**src/rtl/fp_mul_iter_if.sv**
```systemverilog
// Request/response bundle for fp_mul_iter: operands and rounding mode in,
// product and IEEE exception flags out, each side under valid/ready.
interface fp_mul_iter_if #(
  parameter int EXP_W = 11,
  parameter int MAN_W = 52
);
  localparam int W = 1 + EXP_W + MAN_W;

  logic         in_valid;
  logic         in_ready;
  logic [W-1:0] operand_a;
  logic [W-1:0] operand_b;
  logic [2:0]   rounding_mode;
  logic         out_valid;
  logic         out_ready;
  logic [W-1:0] result;
  logic         flag_invalid;
  logic         flag_overflow;
  logic         flag_underflow;
  logic         flag_inexact;

  modport master (
    output in_valid, operand_a, operand_b, rounding_mode, out_ready,
    input  in_ready, out_valid, result,
           flag_invalid, flag_overflow, flag_underflow, flag_inexact
  );

  modport slave (
    input  in_valid, operand_a, operand_b, rounding_mode, out_ready,
    output in_ready, out_valid, result,
           flag_invalid, flag_overflow, flag_underflow, flag_inexact
  );
endinterface

```
**src/rtl/fp_mul_iter.sv**
```systemverilog
// Sequential IEEE-754 binary multiplier: shift-add significand product, MUL_BITS
// multiplier bits per cycle, then one cycle of normalise/round/saturate.
module fp_mul_iter #(
  parameter int EXP_W    = 11,
  parameter int MAN_W    = 52,
  parameter int MUL_BITS = 4
) (
  input  logic         clk,
  input  logic         rst_n,
  fp_mul_iter_if.slave bus
);
  localparam int W      = 1 + EXP_W + MAN_W;
  localparam int SIG_W  = MAN_W + 1;
  localparam int PROD_W = 2 * SIG_W;
  localparam int N      = (SIG_W + MUL_BITS - 1) / MUL_BITS;
  localparam int MR_W   = N * MUL_BITS;
  localparam int CNT_W  = (N > 1) ? $clog2(N) : 1;
  localparam int LZ_W   = $clog2(SIG_W + 1);
  localparam int SE_W   = EXP_W + 3;
  localparam int SH_MAX = MAN_W + 2;
  localparam int SH_W   = $clog2(SH_MAX + 1);
  localparam int BIAS   = (1 << (EXP_W - 1)) - 1;

  localparam logic signed [SE_W-1:0] BIAS_S   = SE_W'(BIAS);
  localparam logic signed [SE_W-1:0] ONE_S    = SE_W'(1);
  localparam logic signed [SE_W-1:0] EMAX_S   = SE_W'((1 << EXP_W) - 1);
  localparam logic signed [SE_W-1:0] SHMAX_S  = SE_W'(SH_MAX);
  localparam logic signed [SE_W-1:0] SUBEXP_S = SE_W'(1 - BIAS);

  localparam logic [W-2:0] QNAN_BODY = {{EXP_W{1'b1}}, 1'b1, {(MAN_W-1){1'b0}}};
  localparam logic [W-2:0] INF_BODY  = {{EXP_W{1'b1}}, {MAN_W{1'b0}}};
  localparam logic [W-2:0] MAXF_BODY = {{(EXP_W-1){1'b1}}, 1'b0, {MAN_W{1'b1}}};

  typedef enum logic [2:0] {S_IDLE, S_UNPACK, S_MUL, S_ROUND, S_DONE} state_t;
  typedef enum logic [2:0] {RM_RNE = 3'd0, RM_RTZ = 3'd1, RM_RDN = 3'd2,
                            RM_RUP = 3'd3, RM_RMM = 3'd4} rm_t;

  typedef struct packed {
    logic invalid;
    logic overflow;
    logic underflow;
    logic inexact;
  } flags_t;

  typedef struct packed {
    logic             sign;
    logic             nan;
    logic             inf;
    logic             zero;
    logic [SE_W-1:0]  uexp;  // unbiased, two's complement
    logic [SIG_W-1:0] sig;   // normalised: MSB set unless zero
  } opnd_t;

  function automatic logic [LZ_W-1:0] count_lz(input logic [SIG_W-1:0] v);
    logic [LZ_W-1:0] n;
    n = LZ_W'(SIG_W);
    for (int i = 0; i < SIG_W; i++)
      if (v[i]) n = LZ_W'(SIG_W - 1 - i);
    return n;
  endfunction

  function automatic opnd_t decode(input logic [W-1:0] x);
    logic [EXP_W-1:0] e;
    logic [MAN_W-1:0] f;
    logic [LZ_W-1:0]  lz;
    opnd_t            o;
    e      = x[W-2 -: EXP_W];
    f      = x[MAN_W-1:0];
    o.sign = x[W-1];
    o.nan  = (&e) & (|f);
    o.inf  = (&e) & ~(|f);
    o.zero = ~(|e) & ~(|f);
    lz     = (|e) ? '0 : count_lz({1'b0, f});
    o.sig  = {|e, f} << lz;
    o.uexp = (|e) ? (SE_W'(e) - BIAS_S) : (SUBEXP_S - SE_W'(lz));
    return o;
  endfunction

  state_t                 state_q, state_d;
  logic [W-1:0]           a_q, b_q;
  rm_t                    mode_q;
  logic                   sign_q;
  logic signed [SE_W-1:0] exp_sum_q;
  logic [PROD_W-1:0]      acc_q, md_q;
  logic [MR_W-1:0]        mr_q;
  logic [CNT_W-1:0]       cnt_q;
  logic [W-1:0]           result_q;
  flags_t                 flags_q;
  logic                   in_ready, out_valid;

  // ---------------- FSM ----------------
  // NOTE: state and datapath registers use non-blocking assignments only, so
  // every always_ff samples pre-edge values regardless of process ordering.
  always_ff @(posedge clk or negedge rst_n) begin
    if (!rst_n) state_q <= S_IDLE;
    else        state_q <= state_d;
  end

  opnd_t   da, db;
  logic    special;
  logic    last_iter;
  logic [W-1:0] spc_result;
  flags_t  spc_flags;

  assign da        = decode(a_q);
  assign db        = decode(b_q);
  assign last_iter = (cnt_q == CNT_W'(N - 1));

  always_comb begin
    state_d = state_q;
    case (state_q)
      S_IDLE:   if (bus.in_valid) state_d = S_UNPACK;
      S_UNPACK: state_d = special ? S_DONE : S_MUL;
      S_MUL:    if (last_iter) state_d = S_ROUND;
      S_ROUND:  state_d = S_DONE;
      S_DONE:   if (bus.out_ready) state_d = S_IDLE;
      default:  state_d = S_IDLE;
    endcase
  end

  // in_ready is gated by rst_n so it reads 0 for the whole reset interval.
  always_comb begin
    in_ready  = 1'b0;
    out_valid = 1'b0;
    case (state_q)
      S_IDLE:  in_ready  = rst_n;
      S_DONE:  out_valid = 1'b1;
      default: ;
    endcase
  end

  // ---------------- special operands ----------------
  // NOTE: every output of a combinational block gets a default first, so no
  // path through the if/case chain can leave a latch behind.
  always_comb begin
    special     = 1'b1;
    spc_flags   = '0;
    spc_result  = '0;
    if (da.nan | db.nan) begin
      spc_result        = {da.sign ^ db.sign, QNAN_BODY};
      spc_flags.invalid = 1'b1;
    end else if ((da.zero & db.inf) | (da.inf & db.zero)) begin
      spc_result        = {1'b0, QNAN_BODY};
      spc_flags.invalid = 1'b1;
    end else if (da.zero | db.zero) begin
      spc_result = {da.sign ^ db.sign, {(W-1){1'b0}}};
    end else if (da.inf | db.inf) begin
      spc_result = {da.sign ^ db.sign, INF_BODY};
    end else begin
      special = 1'b0;
    end
  end

  // ---------------- shift-add step ----------------
  logic [PROD_W-1:0] partial;

  always_comb begin
    partial = '0;
    for (int j = 0; j < MUL_BITS; j++)
      if (mr_q[j]) partial = partial + (md_q << j);
  end

  // ---------------- normalise / round ----------------
  logic [PROD_W-1:0]      nprod, shifted;
  logic signed [SE_W-1:0] be_pre, sh_full, exp_fin;
  logic [SH_W-1:0]        sh;
  logic [SIG_W-1:0]       sig;
  logic [SIG_W:0]         sig_r;
  logic                   tiny, lost, g, r, s, inexact, round_up, ovf, to_inf;
  logic [W-1:0]           rnd_result;
  flags_t                 rnd_flags;

  always_comb begin
    nprod   = acc_q[PROD_W-1] ? acc_q : (acc_q << 1);
    be_pre  = exp_sum_q + BIAS_S + SE_W'(acc_q[PROD_W-1]);
    tiny    = (be_pre < ONE_S);
    sh_full = ONE_S - be_pre;
    sh      = '0;
    if (tiny) sh = (sh_full > SHMAX_S) ? SH_W'(SH_MAX) : sh_full[SH_W-1:0];
    // Subnormal range: denormalise, folding everything shifted off into sticky.
    shifted = nprod >> sh;
    lost    = |(nprod & ~({PROD_W{1'b1}} << sh));
    sig     = shifted[PROD_W-1 -: SIG_W];
    g       = shifted[SIG_W-1];
    r       = shifted[SIG_W-2];
    s       = (|shifted[SIG_W-3:0]) | lost;
    inexact = g | r | s;

    case (mode_q)
      RM_RNE:  round_up = g & (sig[0] | r | s);
      RM_RDN:  round_up = inexact & sign_q;
      RM_RUP:  round_up = inexact & ~sign_q;
      RM_RMM:  round_up = g;
      default: round_up = 1'b0;
    endcase

    sig_r   = {1'b0, sig} + {{SIG_W{1'b0}}, round_up};
    // A subnormal that rounds into the hidden bit lands on exponent field 1.
    exp_fin = (tiny ? SE_W'(sig_r[MAN_W]) : be_pre) + SE_W'(sig_r[SIG_W]);
    ovf     = (exp_fin >= EMAX_S);
    to_inf  = (mode_q == RM_RNE) | (mode_q == RM_RMM) |
              ((mode_q == RM_RUP) & ~sign_q) | ((mode_q == RM_RDN) & sign_q);

    if (ovf) rnd_result = {sign_q, to_inf ? INF_BODY : MAXF_BODY};
    else     rnd_result = {sign_q, exp_fin[EXP_W-1:0], sig_r[MAN_W-1:0]};

    rnd_flags.invalid   = 1'b0;
    rnd_flags.overflow  = ovf;
    rnd_flags.underflow = tiny & inexact;
    rnd_flags.inexact   = inexact | ovf;
  end

  // ---------------- datapath registers ----------------
  always_ff @(posedge clk or negedge rst_n) begin
    if (!rst_n) begin
      a_q       <= '0;
      b_q       <= '0;
      mode_q    <= RM_RNE;
      sign_q    <= 1'b0;
      exp_sum_q <= '0;
      acc_q     <= '0;
      md_q      <= '0;
      mr_q      <= '0;
      cnt_q     <= '0;
      result_q  <= '0;
      flags_q   <= '0;
    end else begin
      case (state_q)
        S_IDLE: if (bus.in_valid) begin
          a_q    <= bus.operand_a;
          b_q    <= bus.operand_b;
          mode_q <= rm_t'(bus.rounding_mode);
        end
        S_UNPACK: begin
          sign_q    <= da.sign ^ db.sign;
          exp_sum_q <= $signed(da.uexp) + $signed(db.uexp);
          md_q      <= PROD_W'(da.sig);
          mr_q      <= MR_W'(db.sig);
          acc_q     <= '0;
          cnt_q     <= '0;
          if (special) begin
            result_q <= spc_result;
            flags_q  <= spc_flags;
          end
        end
        S_MUL: begin
          acc_q <= acc_q + partial;
          md_q  <= md_q << MUL_BITS;
          mr_q  <= mr_q >> MUL_BITS;
          cnt_q <= cnt_q + 1'b1;
        end
        S_ROUND: begin
          result_q <= rnd_result;
          flags_q  <= rnd_flags;
        end
        default: ;
      endcase
    end
  end

  assign bus.in_ready       = in_ready;
  assign bus.out_valid      = out_valid;
  assign bus.result         = result_q;
  assign bus.flag_invalid   = flags_q.invalid;
  assign bus.flag_overflow  = flags_q.overflow;
  assign bus.flag_underflow = flags_q.underflow;
  assign bus.flag_inexact   = flags_q.inexact;
endmodule
```
**src/flat_wrapper.sv**
```systemverilog
// flat-port wrapper written by rule: the top's interface ports become plain ports
module fp_mul_iter_flat 
#(
  parameter int EXP_W    = 11,
  parameter int MAN_W    = 52,
  parameter int MUL_BITS = 4
)
  (clk, rst_n, bus_in_valid, bus_operand_a, bus_operand_b, bus_rounding_mode, bus_out_ready, bus_in_ready, bus_out_valid, bus_result, bus_flag_invalid, bus_flag_overflow, bus_flag_underflow, bus_flag_inexact);
  fp_mul_iter_if #(.EXP_W(EXP_W), .MAN_W(MAN_W)) bus_i ();
  input  logic clk;
  input  logic rst_n;
  input wire logic [$bits(bus_i.in_valid)-1:0] bus_in_valid;
  input wire logic [$bits(bus_i.operand_a)-1:0] bus_operand_a;
  input wire logic [$bits(bus_i.operand_b)-1:0] bus_operand_b;
  input wire logic [$bits(bus_i.rounding_mode)-1:0] bus_rounding_mode;
  input wire logic [$bits(bus_i.out_ready)-1:0] bus_out_ready;
  output wire logic [$bits(bus_i.in_ready)-1:0] bus_in_ready;
  output wire logic [$bits(bus_i.out_valid)-1:0] bus_out_valid;
  output wire logic [$bits(bus_i.result)-1:0] bus_result;
  output wire logic [$bits(bus_i.flag_invalid)-1:0] bus_flag_invalid;
  output wire logic [$bits(bus_i.flag_overflow)-1:0] bus_flag_overflow;
  output wire logic [$bits(bus_i.flag_underflow)-1:0] bus_flag_underflow;
  output wire logic [$bits(bus_i.flag_inexact)-1:0] bus_flag_inexact;
  assign bus_i.in_valid = bus_in_valid;
  assign bus_i.operand_a = bus_operand_a;
  assign bus_i.operand_b = bus_operand_b;
  assign bus_i.rounding_mode = bus_rounding_mode;
  assign bus_i.out_ready = bus_out_ready;
  assign bus_in_ready = bus_i.in_ready;
  assign bus_out_valid = bus_i.out_valid;
  assign bus_result = bus_i.result;
  assign bus_flag_invalid = bus_i.flag_invalid;
  assign bus_flag_overflow = bus_i.flag_overflow;
  assign bus_flag_underflow = bus_i.flag_underflow;
  assign bus_flag_inexact = bus_i.flag_inexact;
  fp_mul_iter #(.EXP_W(EXP_W), .MAN_W(MAN_W), .MUL_BITS(MUL_BITS)) u_core (.clk(clk), .rst_n(rst_n), .bus(bus_i));
endmodule
```
**config.mk**
```make
export PLATFORM = sky130hd
export DESIGN_NAME = fp_mul_iter_flat
export DESIGN_NICKNAME = d
export VERILOG_FILES = /design/src/rtl/fp_mul_iter_if.sv /design/src/rtl/fp_mul_iter.sv /design/src/flat_wrapper.sv
export SDC_FILE = /design/constraint.sdc
export NUM_CORES = 2
export LEC_CHECK = 0
export ABC_AREA = 1
export CAP_MARGIN = 20
export CORE_UTILIZATION = 25
export CTS_CLUSTER_SIZE = 8
export DETAILED_ROUTE_END_ITERATION = 16
export GPL_ROUTABILITY_DRIVEN = 0
export SYNTH_ARGS = -nofsm -noshare
export SYNTH_HDL_FRONTEND = slang
export SYNTH_SLANG_ARGS = --single-unit
```
**constraint.sdc**
```tcl
create_clock -name clk -period 18 [get_ports clk]
set_input_delay 3.6 -clock clk [delete_from_list [all_inputs] [get_ports clk]]
set_output_delay 3.6 -clock clk [all_outputs]
set_load 0.1 [all_outputs]
```
==> impl_metrics.ini <==
[layout]
area_growth_pct = 11.62
final_net_count = 11511
multiInputGateArea_mm2 = 0.04549
seqCellArea_mm2 = 0.01217
drive_gt1_share_pct = 3.251
num-fill-cells = 29165

[synthesis]
syn-cell-area_mm2 = 0.06488
synth_seq_cells = 486
ys_types = 81
synthArstFlopShare_pct = 100.0
ys.flop_type = dfrtp_1
avgSynthCellArea_um2 = 5.913
seq_area_frac_synth_pct = 18.74
syn-num-nets = 11556
synth_edf_count = 0
ys.warnings.count = 0
syn_inst = 10973

[worst_setup_path]
critPathArrivalTime_ns = 13.97
r2r-end = u_core.acc_q[105]
crit_fanout = 27
end_kind = flop
worst_r2r_path_depth = 67
crit_type = reg -> reg
start_kind = flop
required_ns = 18.55
cp_slowest_stage_delay_ns = 0.62
cpMaxStageDelayCell = dfrtp_4
rrSetupSlack_ns = 4.58
rr_startpoint = u_core.mr_q[0]
path_common_cell = nand2_1

[clocking]
hold_buffers = 0
clk_root_buffer_cell = clkbuf_16
clock_path_buffers = 3
clkTransAtPathRegs_ns = 0.05
cts_tree = yes
cts_setup_buffers = 0
htreeDepth = 3
cts.sinks = 486
cts_made_buffers = 76
clk-insertion-delay-late_ns = 0.74
cts_resized = 0

[sta]
setup_viol_count_final = 0
maxSlewViolCount = 0
tightest_slew_ns = 1.137
slew_headroom_pct = 23.43
fin_crit_ns = 13.42
fmax_mhz = 74.51
rsz0062_at_grt = no
setup_tns_ns = 0
final-hold-violation-count = 0
fin_crit_sh_pct = 74.56
clock_skew_ns = 0.05233

[die]
die_area_mm2 = 0.2616
io_pins = 205
rows = 186
die_h_um = 511.5
core_mm2 = 0.2574
start_util_pct = 25.21
die_w_um = 511.5

[routing]
drcViolationCount = 0
vias = 72998
postRouteAntennaNets = 0
wl_per_cell_um = 17.26
via_per_inst = 5.092
first_iter_violations = 7608
dr.pass1.iters = 10
drt_wl_total_um = 247400

[grt]
grt_pass1_vias = 66792
track_usage_pct = 18.26
grt_pass1_wl_um = 384700
grt_antenna_before_repair = 4
grt-ovfl-total = 0
grt_max_degree = 154

[min_path]
hold_path.class = reg -> reg
hold_depth = 1
min_to = u_core.cnt_q[3]
min-delay-start = u_core.cnt_q[3]

[run]
cap_violations = 0

[placement]
hpwl_um = 197900
port_buffers = 204

[run_status]
status = finished clean
## Yosys cell counts (21+ instances only)
cell type / instances / area [um^2]
nand2_1: 2741 / 10290
inv_1: 1458 / 5473
nor2_1: 1006 / 3776
o21ai_0: 980 / 4905
a21oi_1: 901 / 4509
nand3_1: 833 / 4169
dfrtp_1: 486 / 12160
ha_1: 443 / 5543
clkbuf_1: 277 / 1040
a31oi_1: 194 / 1214
xor2_1: 187 / 1638
xnor2_1: 184 / 1612
o21ai_1: 159 / 795.8
o22ai_1: 143 / 894.6
nor3_1: 119 / 595.6
nand4_1: 79 / 494.2
or2_2: 65 / 406.6
o21a_1: 58 / 435.4
buf_1: 56 / 210.2
nor4_1: 51 / 319.1
o211ai_1: 49 / 367.9
buf_2: 44 / 220.2
o221ai_1: 35 / 306.5
o21bai_1: 30 / 225.2
a21o_1: 29 / 217.7
mux2i_1: 27 / 270.3
a21boi_0: 25 / 187.7
a21boi_1: 24 / 180.2
o31ai_1: 21 / 157.7
## critical path: cells and delay by family (launching register included)
family | cells | cell delay, ns
XOR/XNOR | 3 | 0.50
adder cells (fa/ha/maj) | 5 | 1.83
buffers and inverters | 7 | 0.50
flip-flops | 1 | 0.62
AO/OA/AOI/OAI | 30 | 7.17
AND/OR/NAND/NOR | 22 | 2.56
## flip-flops by register name (all words and copies together) (netlist names)
register,flops
u_core.cnt_q,4
u_core.a_q,64
u_core.bus.flag_inexact,1
u_core.bus.result,64
u_core.b_q,64
u_core.mr_q,53
u_core.state_q,3
u_core.mode_q,3
u_core.acc_q,106
u_core.exp_sum_q,14
u_core.bus.flag_overflow,1
u_core.bus.flag_underflow,1
u_core.bus.flag_invalid,1
u_core.sign_q,1
u_core.md_q,106
## per-layer routing
| metal | wire, um | track usage [%] | share of wire [%] | vias to the layer above |
|---|---|---|---|---|
| li1 | - | - | - | 36473 |
| met1 | 114500 | 25.83 | 46 | 33322 |
| met2 | 104000 | 27.68 | 42 | 2773 |
| met3 | 20740 | 3.306 | 8.4 | 428 |
| met4 | 8194 | 5.849 | 3.3 | 2 |
| met5 | 76 | 0.2192 | 0.031 | - |
## stage by stage
stage	hold slack [ns]	setup slack, ns	util [%]	area [um^2]	std cells
3_5_place_dp	0.4604	3.982	27.24	70110	14231
4_1_cts	0.4667	3.983	28.11	72350	14332
2_1_floorplan	0.4413	7.441	-	64880	10973
6_report	0.4624	4.579	28.14	72420	14336
3_3_place_gp	0.4565	4.075	27.24	70110	14231
5_1_grt	0.4783	3.184	28.14	72420	14336
## area by class of cell
type | count | share of cell area (%)
Clock buffer | 88 | 2.814
Timing Repair Buffer | 279 | 3.695
Inverter | 1489 | 7.736
Sequential cell | 486 | 16.81
Multi-Input combinational cell | 8596 | 62.81
Antenna cell | 1 | 0.003455
Tap cell | 3384 | 5.846
Clock inverter | 13 | 0.2902
## how the worst max path moves through the flow
stage,from,end,slack (ns),cells past startpoint
after global placement,u_core.acc_q[105],u_core.bus.result[55],4.08,63
after detailed placement,u_core.acc_q[105],u_core.bus.result[53],3.98,63
after CTS,u_core.acc_q[105],u_core.bus.result[53],3.98,63
final,u_core.mr_q[0],u_core.acc_q[105],4.58,67
after global routing,u_core.acc_q[105],u_core.bus.result[53],3.18,63
after floorplan,u_core.acc_q[105],u_core.bus.result[28],7.44,66
## cells in the final DEF, fill, tap and decap left out, types with 160 or more instances in the layout
master / n
o21ai_0: 979
xor2_1: 187
dfrtp_1: 482
nand2_1: 2739
nand3_1: 831
inv_1: 1456
a31oi_1: 194
o21ai_1: 160
clkdlybuf4s50_1: 202
a21oi_1: 900
nor2_1: 1000
xnor2_1: 184
ha_1: 443
## cells by family after synthesis
| group | count (synthesis) | synth area share, % |
|---|---|---|
| AO/OA/AOI/OAI | 2758 | 23.70 |
| XOR/XNOR | 374 | 5.083 |
| adder cells (fa/ha/maj) | 448 | 8.697 |
| buffers and inverters | 1891 | 11.29 |
| flip-flops | 486 | 18.74 |
| multiplexers | 31 | 0.4859 |
| AND/OR/NAND/NOR | 4985 | 32.00 |
Power is not shown: default switching activity piles up to over one toggle a cycle in this logic, so the estimate is an artifact.
